==> src/rtl/id_ex_pkg.sv <==
// Shared pipeline definitions for the ID/EX boundary: widths, ALU op codes, stage states.
package id_ex_pkg;

    localparam int XLEN_DEF = 32;
    localparam int REG_W    = 5;
    localparam int ALUOP_W  = 4;
    localparam int CNT_W_DEF = 16;

    typedef enum logic [ALUOP_W-1:0] {
        ALU_ADD  = 4'h0,
        ALU_SUB  = 4'h1,
        ALU_AND  = 4'h2,
        ALU_OR   = 4'h3,
        ALU_XOR  = 4'h4,
        ALU_SLL  = 4'h5,
        ALU_SRL  = 4'h6,
        ALU_SRA  = 4'h7,
        ALU_SLT  = 4'h8,
        ALU_SLTU = 4'h9,
        ALU_LUI  = 4'hA,
        ALU_CPY  = 4'hB,
        ALU_R0C  = 4'hC,
        ALU_R0D  = 4'hD,
        ALU_R0E  = 4'hE,
        ALU_R0F  = 4'hF
    } alu_op_e;

    // BUBBLE only exists when the load-use interlock is built in.
    typedef enum logic [1:0] {
        ST_EMPTY  = 2'd0,
        ST_FULL   = 2'd1,
        ST_BUBBLE = 2'd2
    } stage_state_e;

    // Register x0 is hardwired to zero, so it can never carry a real dependency.
    function automatic logic is_live_reg(input logic [REG_W-1:0] idx);
        return idx != '0;
    endfunction

endpackage

==> src/rtl/id_ex_hazard.sv <==
// Combinational load-use compare between the held EX instruction and the incoming ID one.
module id_ex_hazard
    import id_ex_pkg::*;
(
    input  logic             in_valid,
    input  logic             held_valid,
    input  logic             held_memread,
    input  logic [REG_W-1:0] held_rd,
    input  logic [REG_W-1:0] in_rs1,
    input  logic [REG_W-1:0] in_rs2,
    input  logic             in_alusrc,
    output logic             hazard
);

    logic rs1_hit;
    logic rs2_hit;
    logic load_live;

    assign load_live = held_valid & held_memread & is_live_reg(held_rd);
    assign rs1_hit   = (in_rs1 == held_rd);
    // rs2 is only read by the ALU when the immediate is not selected.
    assign rs2_hit   = (in_rs2 == held_rd) & ~in_alusrc;
    assign hazard    = in_valid & load_live & (rs1_hit | rs2_hit);

endmodule

==> src/rtl/id_ex_stage.sv <==
// ID/EX single-entry pipeline register with valid/ready handshake, flush and stall counter.
// Optional load-use interlock (one bubble) built when ID_EX_LOAD_USE_STALL_EN is defined.
module id_ex_stage
    import id_ex_pkg::*;
#(
    parameter int XLEN  = XLEN_DEF,
    parameter int CNT_W = CNT_W_DEF
) (
    input  logic               clk,
    input  logic               rst,
    input  logic               in_valid,
    output logic               in_ready,
    input  logic [XLEN-1:0]    in_rs1_data,
    input  logic [XLEN-1:0]    in_rs2_data,
    input  logic [XLEN-1:0]    in_imm,
    input  logic [REG_W-1:0]   in_rs1,
    input  logic [REG_W-1:0]   in_rs2,
    input  logic [REG_W-1:0]   in_rd,
    input  logic               in_alusrc,
    input  logic               in_memread,
    input  logic               in_regwrite,
    input  logic [ALUOP_W-1:0] in_aluop,
    input  logic               flush,
    output logic               out_valid,
    input  logic               out_ready,
    output logic [XLEN-1:0]    out_rs1_data,
    output logic [XLEN-1:0]    out_rs2_data,
    output logic [XLEN-1:0]    out_imm,
    output logic               out_alusrc,
    output logic [REG_W-1:0]   out_rd,
    output logic               out_memread,
    output logic               out_regwrite,
    output logic [ALUOP_W-1:0] out_aluop,
    output logic [CNT_W-1:0]   stall_cnt
);

    stage_state_e state_reg;
    stage_state_e state_next;

    logic [XLEN-1:0]  rs1_data_reg;
    logic [XLEN-1:0]  rs2_data_reg;
    logic [XLEN-1:0]  imm_reg;
    logic             alusrc_reg;
    logic [REG_W-1:0] rd_reg;
    logic             memread_reg;
    logic             regwrite_reg;
    alu_op_e          aluop_reg;

    logic [CNT_W-1:0] cnt_reg;
    logic [CNT_W-1:0] cnt_next;

    logic hazard;
    logic accept;
    logic stall_evt;
    logic full;

    assign full = (state_reg == ST_FULL);

`ifdef ID_EX_LOAD_USE_STALL_EN
    id_ex_hazard u_hazard (
        .in_valid     (in_valid),
        .held_valid   (full),
        .held_memread (memread_reg),
        .held_rd      (rd_reg),
        .in_rs1       (in_rs1),
        .in_rs2       (in_rs2),
        .in_alusrc    (in_alusrc),
        .hazard       (hazard)
    );
`else
    // Without the interlock the source indices have no consumer in this stage.
    logic unused_src_idx;
    assign unused_src_idx = ^{in_rs1, in_rs2};
    assign hazard         = 1'b0;
`endif

    // Flush always presents ready so decode can retire the squashed instruction.
    assign in_ready  = flush | ((~full | out_ready) & ~hazard);
    assign accept    = in_valid & in_ready & ~flush;
    assign stall_evt = in_valid & ~in_ready & ~flush;

    always_comb begin
        state_next = state_reg;
        if (flush) begin
            state_next = ST_EMPTY;
        end else begin
            case (state_reg)
                ST_EMPTY: begin
                    if (accept) state_next = ST_FULL;
                end
                ST_FULL: begin
                    if (accept)
                        state_next = ST_FULL;
                    else if (hazard & out_ready)
                        state_next = ST_BUBBLE;
                    else if (out_ready)
                        state_next = ST_EMPTY;
                end
                ST_BUBBLE: begin
                    // The stalled instruction is guaranteed to be taken here.
                    state_next = accept ? ST_FULL : ST_EMPTY;
                end
                default: state_next = ST_EMPTY;
            endcase
        end
    end

    always_comb begin
        cnt_next = cnt_reg;
        if (stall_evt && (cnt_reg != {CNT_W{1'b1}}))
            cnt_next = cnt_reg + CNT_W'(1);
    end

    always_ff @(posedge clk or posedge rst) begin
        if (rst) begin
            state_reg <= ST_EMPTY;
            cnt_reg   <= '0;
        end else begin
            state_reg <= state_next;
            cnt_reg   <= cnt_next;
        end
    end

    // Payload only moves on accept, so it stays stable while the slot is empty.
    always_ff @(posedge clk or posedge rst) begin
        if (rst) begin
            rs1_data_reg <= '0;
            rs2_data_reg <= '0;
            imm_reg      <= '0;
            alusrc_reg   <= 1'b0;
            rd_reg       <= '0;
            memread_reg  <= 1'b0;
            regwrite_reg <= 1'b0;
            aluop_reg    <= ALU_ADD;
        end else if (accept) begin
            rs1_data_reg <= in_rs1_data;
            rs2_data_reg <= in_rs2_data;
            imm_reg      <= in_imm;
            alusrc_reg   <= in_alusrc;
            rd_reg       <= in_rd;
            memread_reg  <= in_memread;
            regwrite_reg <= in_regwrite;
            aluop_reg    <= alu_op_e'(in_aluop);
        end
    end

    assign out_valid    = full;
    assign out_rs1_data = rs1_data_reg;
    assign out_rs2_data = rs2_data_reg;
    assign out_imm      = imm_reg;
    assign out_alusrc   = alusrc_reg;
    assign out_rd       = rd_reg;
    assign out_memread  = memread_reg;
    assign out_regwrite = regwrite_reg;
    assign out_aluop    = aluop_reg;
    assign stall_cnt    = cnt_reg;

endmodule
==> config.mk <==
export PLATFORM = sky130hd
export DESIGN_NAME = id_ex_stage
export DESIGN_NICKNAME = d
export VERILOG_FILES = /design/src/rtl/id_ex_pkg.sv /design/src/rtl/id_ex_hazard.sv /design/src/rtl/id_ex_stage.sv
export SDC_FILE = /design/constraint.sdc
export NUM_CORES = 1
export LEC_CHECK = 0
export ABC_AREA = 1
export BUFFER_PORTS_ARGS = -buffer_cell sky130_fd_sc_hd__buf_2
export CORE_MARGIN = 10
export CORE_UTILIZATION = 40
export DETAILED_ROUTE_END_ITERATION = 12
export PLACE_DENSITY = 0.72
export SYNTH_ARGS = -nofsm -noshare
export SYNTH_HDL_FRONTEND = slang
export SYNTH_SLANG_ARGS = --single-unit
==> constraint.sdc <==
create_clock -name clk -period 7.04 [get_ports clk]
set_clock_uncertainty 0.05 [all_clocks]
set_input_delay 1.408 -clock clk [delete_from_list [all_inputs] [get_ports clk]]
set_output_delay 1.408 -clock clk [all_outputs]
set_load 0.05 [all_outputs]
# Word level (Yosys, flattened, before mapping)
# Index checks and enable logic that the tools add are counted.
[classes]
eq_ne = 5
n_addsub = 1
n_mux = 6
bitwise = 9
reduce_logical = 3
[ops]
columns = ["operator", "n"]
rows = [
  ["$add 16x1->16 const B", 1],
  ["$ne 16x16->1 const B", 1],
  ["$mux 2", 4],
  ["$pmux 2 s3", 1],
  ["$and 1x1->1", 4],
  ["$ne 4x4->1 const B", 1],
  ["$ne 3x3->1 const B", 1],
  ["$not 1->1", 3],
  ["$eq 2x1->1 const B", 1],
  ["$eq 2x2->1 const B", 1],
  ["$logic_not 2->1", 1],
  ["$or 1x1->1", 2],
  ["$reduce_and 2->1", 1],
  ["$logic_and 1x1->1", 1],
  ["$mux 1", 1],
]
[totals]
out_inout_bits = 126
regBits = 126

# Logic depth before layout (Yosys ltp)
[depth]
depth_word = 9
ltp_mapped = 9
ltp_nobuf = 8

# Worst setup path before layout
# No wires, ideal clock.
[synth_timing]
kind = "input to output"
from = "input port flush"
to = "output port in_ready"
arrival_time_ns = 1.909
slack_ns = 3.673
required_ns = 5.582
path_buffers = 0
cell_stages = 1
cell_sequence = "nand3b_1"
[synth_via]
elab_chain_cells = 1
[synth_lines]
columns = ["element", "line_no", "rtl"]
rows = [
  ["from (decl)", "id_ex_stage.sv:23", "input logic flush,"],
  ["$or 1x1->1", "id_ex_stage.sv:78", "assign in_ready = flush | ((~full | out_ready) & ~hazard);"],
  ["to (decl)", "id_ex_stage.sv:12", "output logic in_ready,"],
]
# Every way passes these cells.

# Worst setup path after layout
# Ends and elaborated chain as after synthesis.

==> reports/metrics.cfg <==
[clock_network]
cts-resized-gates = 0
cts_root_buf = clkbuf_16
cts_tree = yes
htreeDepth = 4
clock_sinks = 125
clock_path_buffers = 2
cts_buffers = 17
cts-hold-fix-buffers = 0
clk_pin_slew_ns = 0.05
cts_setup_buffers = 0
clk_latency_ns = 0.41

[setup_path]
critical_path_depth = 3
reg2reg_slack_ns = 4.73
r2r-end = out_rs2_data[15]$_DFFE_PP0P_
crit_buf_inv = 2
crit_path_start = flush
r2r_start = state_reg[0]$_DFFE_PP0P_
start_kind = primary input
worstPathCellList = buf_2 -> nand3b_1 -> buf_2
slowest_stage = buf_2
r2r_cells = 4
crit_arrival_ns = 1.96
end_kind = output port
cp_max_fo = 3
path_delay_family = buffers and inverters
cpPeakStageDelay_ns = 0.24
required_ns = 5.58
crit_type = in2out
crit_top_cell = buf_2

[synth]
avgSynthCellArea_sq_um = 13.30
synth-seq-area-share = 0.6190
synthesis.nets = 504
netlist_instances = 380
synth_warnings = 0
synth_cell_types = 20
ys_ff_latch = 125
syn_area_sq_um = 5054

[power]
peakVddDrop_v = 0.0001914
p_leak_uw = 0.003464
pwr_density_cell_nw_per_um2 = 356.7

[sta]
rsz0062_at_grt = no
whs_ns = 0.4470
fin_crit_sh = 0.4858
tightest_slew_ns = 0.8125
setup_viol = 0
finalHoldViolCount = 0
tns_ns = 0
slew_headroom = 0.4583
drv_slew = 0
fmax_mhz = 292.4
min_period_ns = 3.420

[drt]
drt-total-wl_um = 13450
ant_nets = 0
vias = 3786
viasPerCell = 4.668
drt-pass1-iter-count = 4
wl_per_cell_um = 16.58
drt_iter0_drc = 236
drc_errors = 0

[finish]
n_antenna_cell = 0
multi_input_area_sq_um = 1783
num-fill-cells = 1081
syn_to_final_growth_pct = 38.05
drive_gt1_frac = 0.6135
nets = 750
seq_area_sq_um = 3128

[die]
die_area_sq_um = 17530
die_h_um = 132.4
coreArea_sq_um = 12520
rows = 41
start_util = 0.4037
io_pins = 249
die_x_um = 132.4

[flow_run]
maxCapViolations = 0

[grt]
antenna_found_initial = 0
grt_usage = 0.1543
grt_pass1_wl_um = 21740
grt_start_max_net_pins = 69
grt_pass1_vias = 4180
grt-ovfl-total = 0

[status]
status = completed

[worst_hold_path]
min_from = out_alusrc$_DFFE_PP0P_
holdPathEnd = out_alusrc$_DFFE_PP0P_
hold_depth = 1
min_path_type = reg2reg

[place]
io_buffers = 238
routabilityCongestion = 0.8531
dp_hpwl_um = 10270

power breakdown:
group | total [uW] | internal (uW) | switching [uW]
Clock | 842 | 537 | 306
Combinational | 750 | 197 | 553
Sequential | 896 | 834 | 61.6
Total | 2490 | 1570 | 920
Yosys cell counts (all sizes together):
cell	number	share of area
buf	13	0.017
dfrtp	125	0.62
ha	1	0.0025
inv	17	0.013
mux2	108	0.24
nand2	69	0.053
nand3	9	0.0099
nand3b	1	0.0015
nand4	5	0.0062
nor2	18	0.016
nor3	1	0.00099
o21ai	5	0.0072
xnor2	7	0.012
xor2	1	0.0017
per-layer routing:
metal	track usage	wire length, um
met1	0.1619	5148
met2	0.2659	6966
met3	0.06441	1145
met4	0.06601	187
met5	0	0
worst max path at each step:
stage                                   endpoint  slack (ns)
floorplan               out_aluop[0]$_DFFE_PP0P_        2.25
global placement    out_rs2_data[27]$_DFFE_PP0P_        3.57
detailed placement  out_rs2_data[15]$_DFFE_PP0P_        3.49
CTS                                     in_ready        3.62
global route                            in_ready        3.57
finish                                  in_ready        3.62
cells in the final DEF (no fill, tap or decap):
| cell type | n |
|---|---|
| nand3_1 | 8 |
| inv_1 | 14 |
| mux2_2 | 108 |
| nand3_2 | 1 |
| bufinv_16 | 2 |
| nand2_2 | 3 |
| o21ai_0 | 4 |
| nor3_1 | 1 |
| clkbuf_1 | 2 |
| ha_1 | 1 |
| xor2_1 | 1 |
| clkinvlp_4 | 2 |
| buf_4 | 2 |
| xnor2_1 | 7 |
| clkinv_4 | 2 |
| inv_2 | 2 |
| clkbuf_8 | 2 |
| o21ai_4 | 1 |
| buf_2 | 238 |
| nand3b_1 | 1 |
| nor2_2 | 5 |
| dfrtp_1 | 125 |
| nor2_1 | 13 |
| nand4_1 | 5 |
| nand2_1 | 65 |
| inv_4 | 1 |
| nand2_4 | 1 |
| clkinv_2 | 5 |
| clkbuf_16 | 17 |
layout make-up:
type                            instances  area share
Inverter                               17    0.009505
Multi-Input combinational cell        225      0.2556
Tap cell                              172     0.03085
Sequential cell                       125      0.4484
Clock inverter                         11     0.01686
Clock buffer                           21     0.06600
Timing Repair Buffer                  240      0.1729
cell families (layout without fill, tap and decap cells):
| family | after synthesis | in the layout | share of synthesized area |
|---|---|---|---|
| mux | 108 | 108 | 0.2407 |
| simple gates | 103 | 103 | 0.08764 |
| fa+ha+maj | 1 | 1 | 0.002475 |
| xor+xnor | 8 | 8 | 0.01387 |
| flops | 125 | 125 | 0.6190 |
| compound gates | 5 | 5 | 0.007181 |
| buf+inv | 30 | 289 | 0.02921 |
through the flow:
step	cell area, sq um	power (uW)	cells	utilization	worst slack, ns
CTS	6977	2520	811	0.5574	3.620
finish	6977	2489	811	0.5574	3.620
global route	6977	2597	811	0.5574	3.574
floorplan	5054	1461	380	-	2.254
detailed placement	6399	1668	779	0.5112	3.486
global placement	6399	1648	779	0.5112	3.572
(Power assumes the default switching activity.)
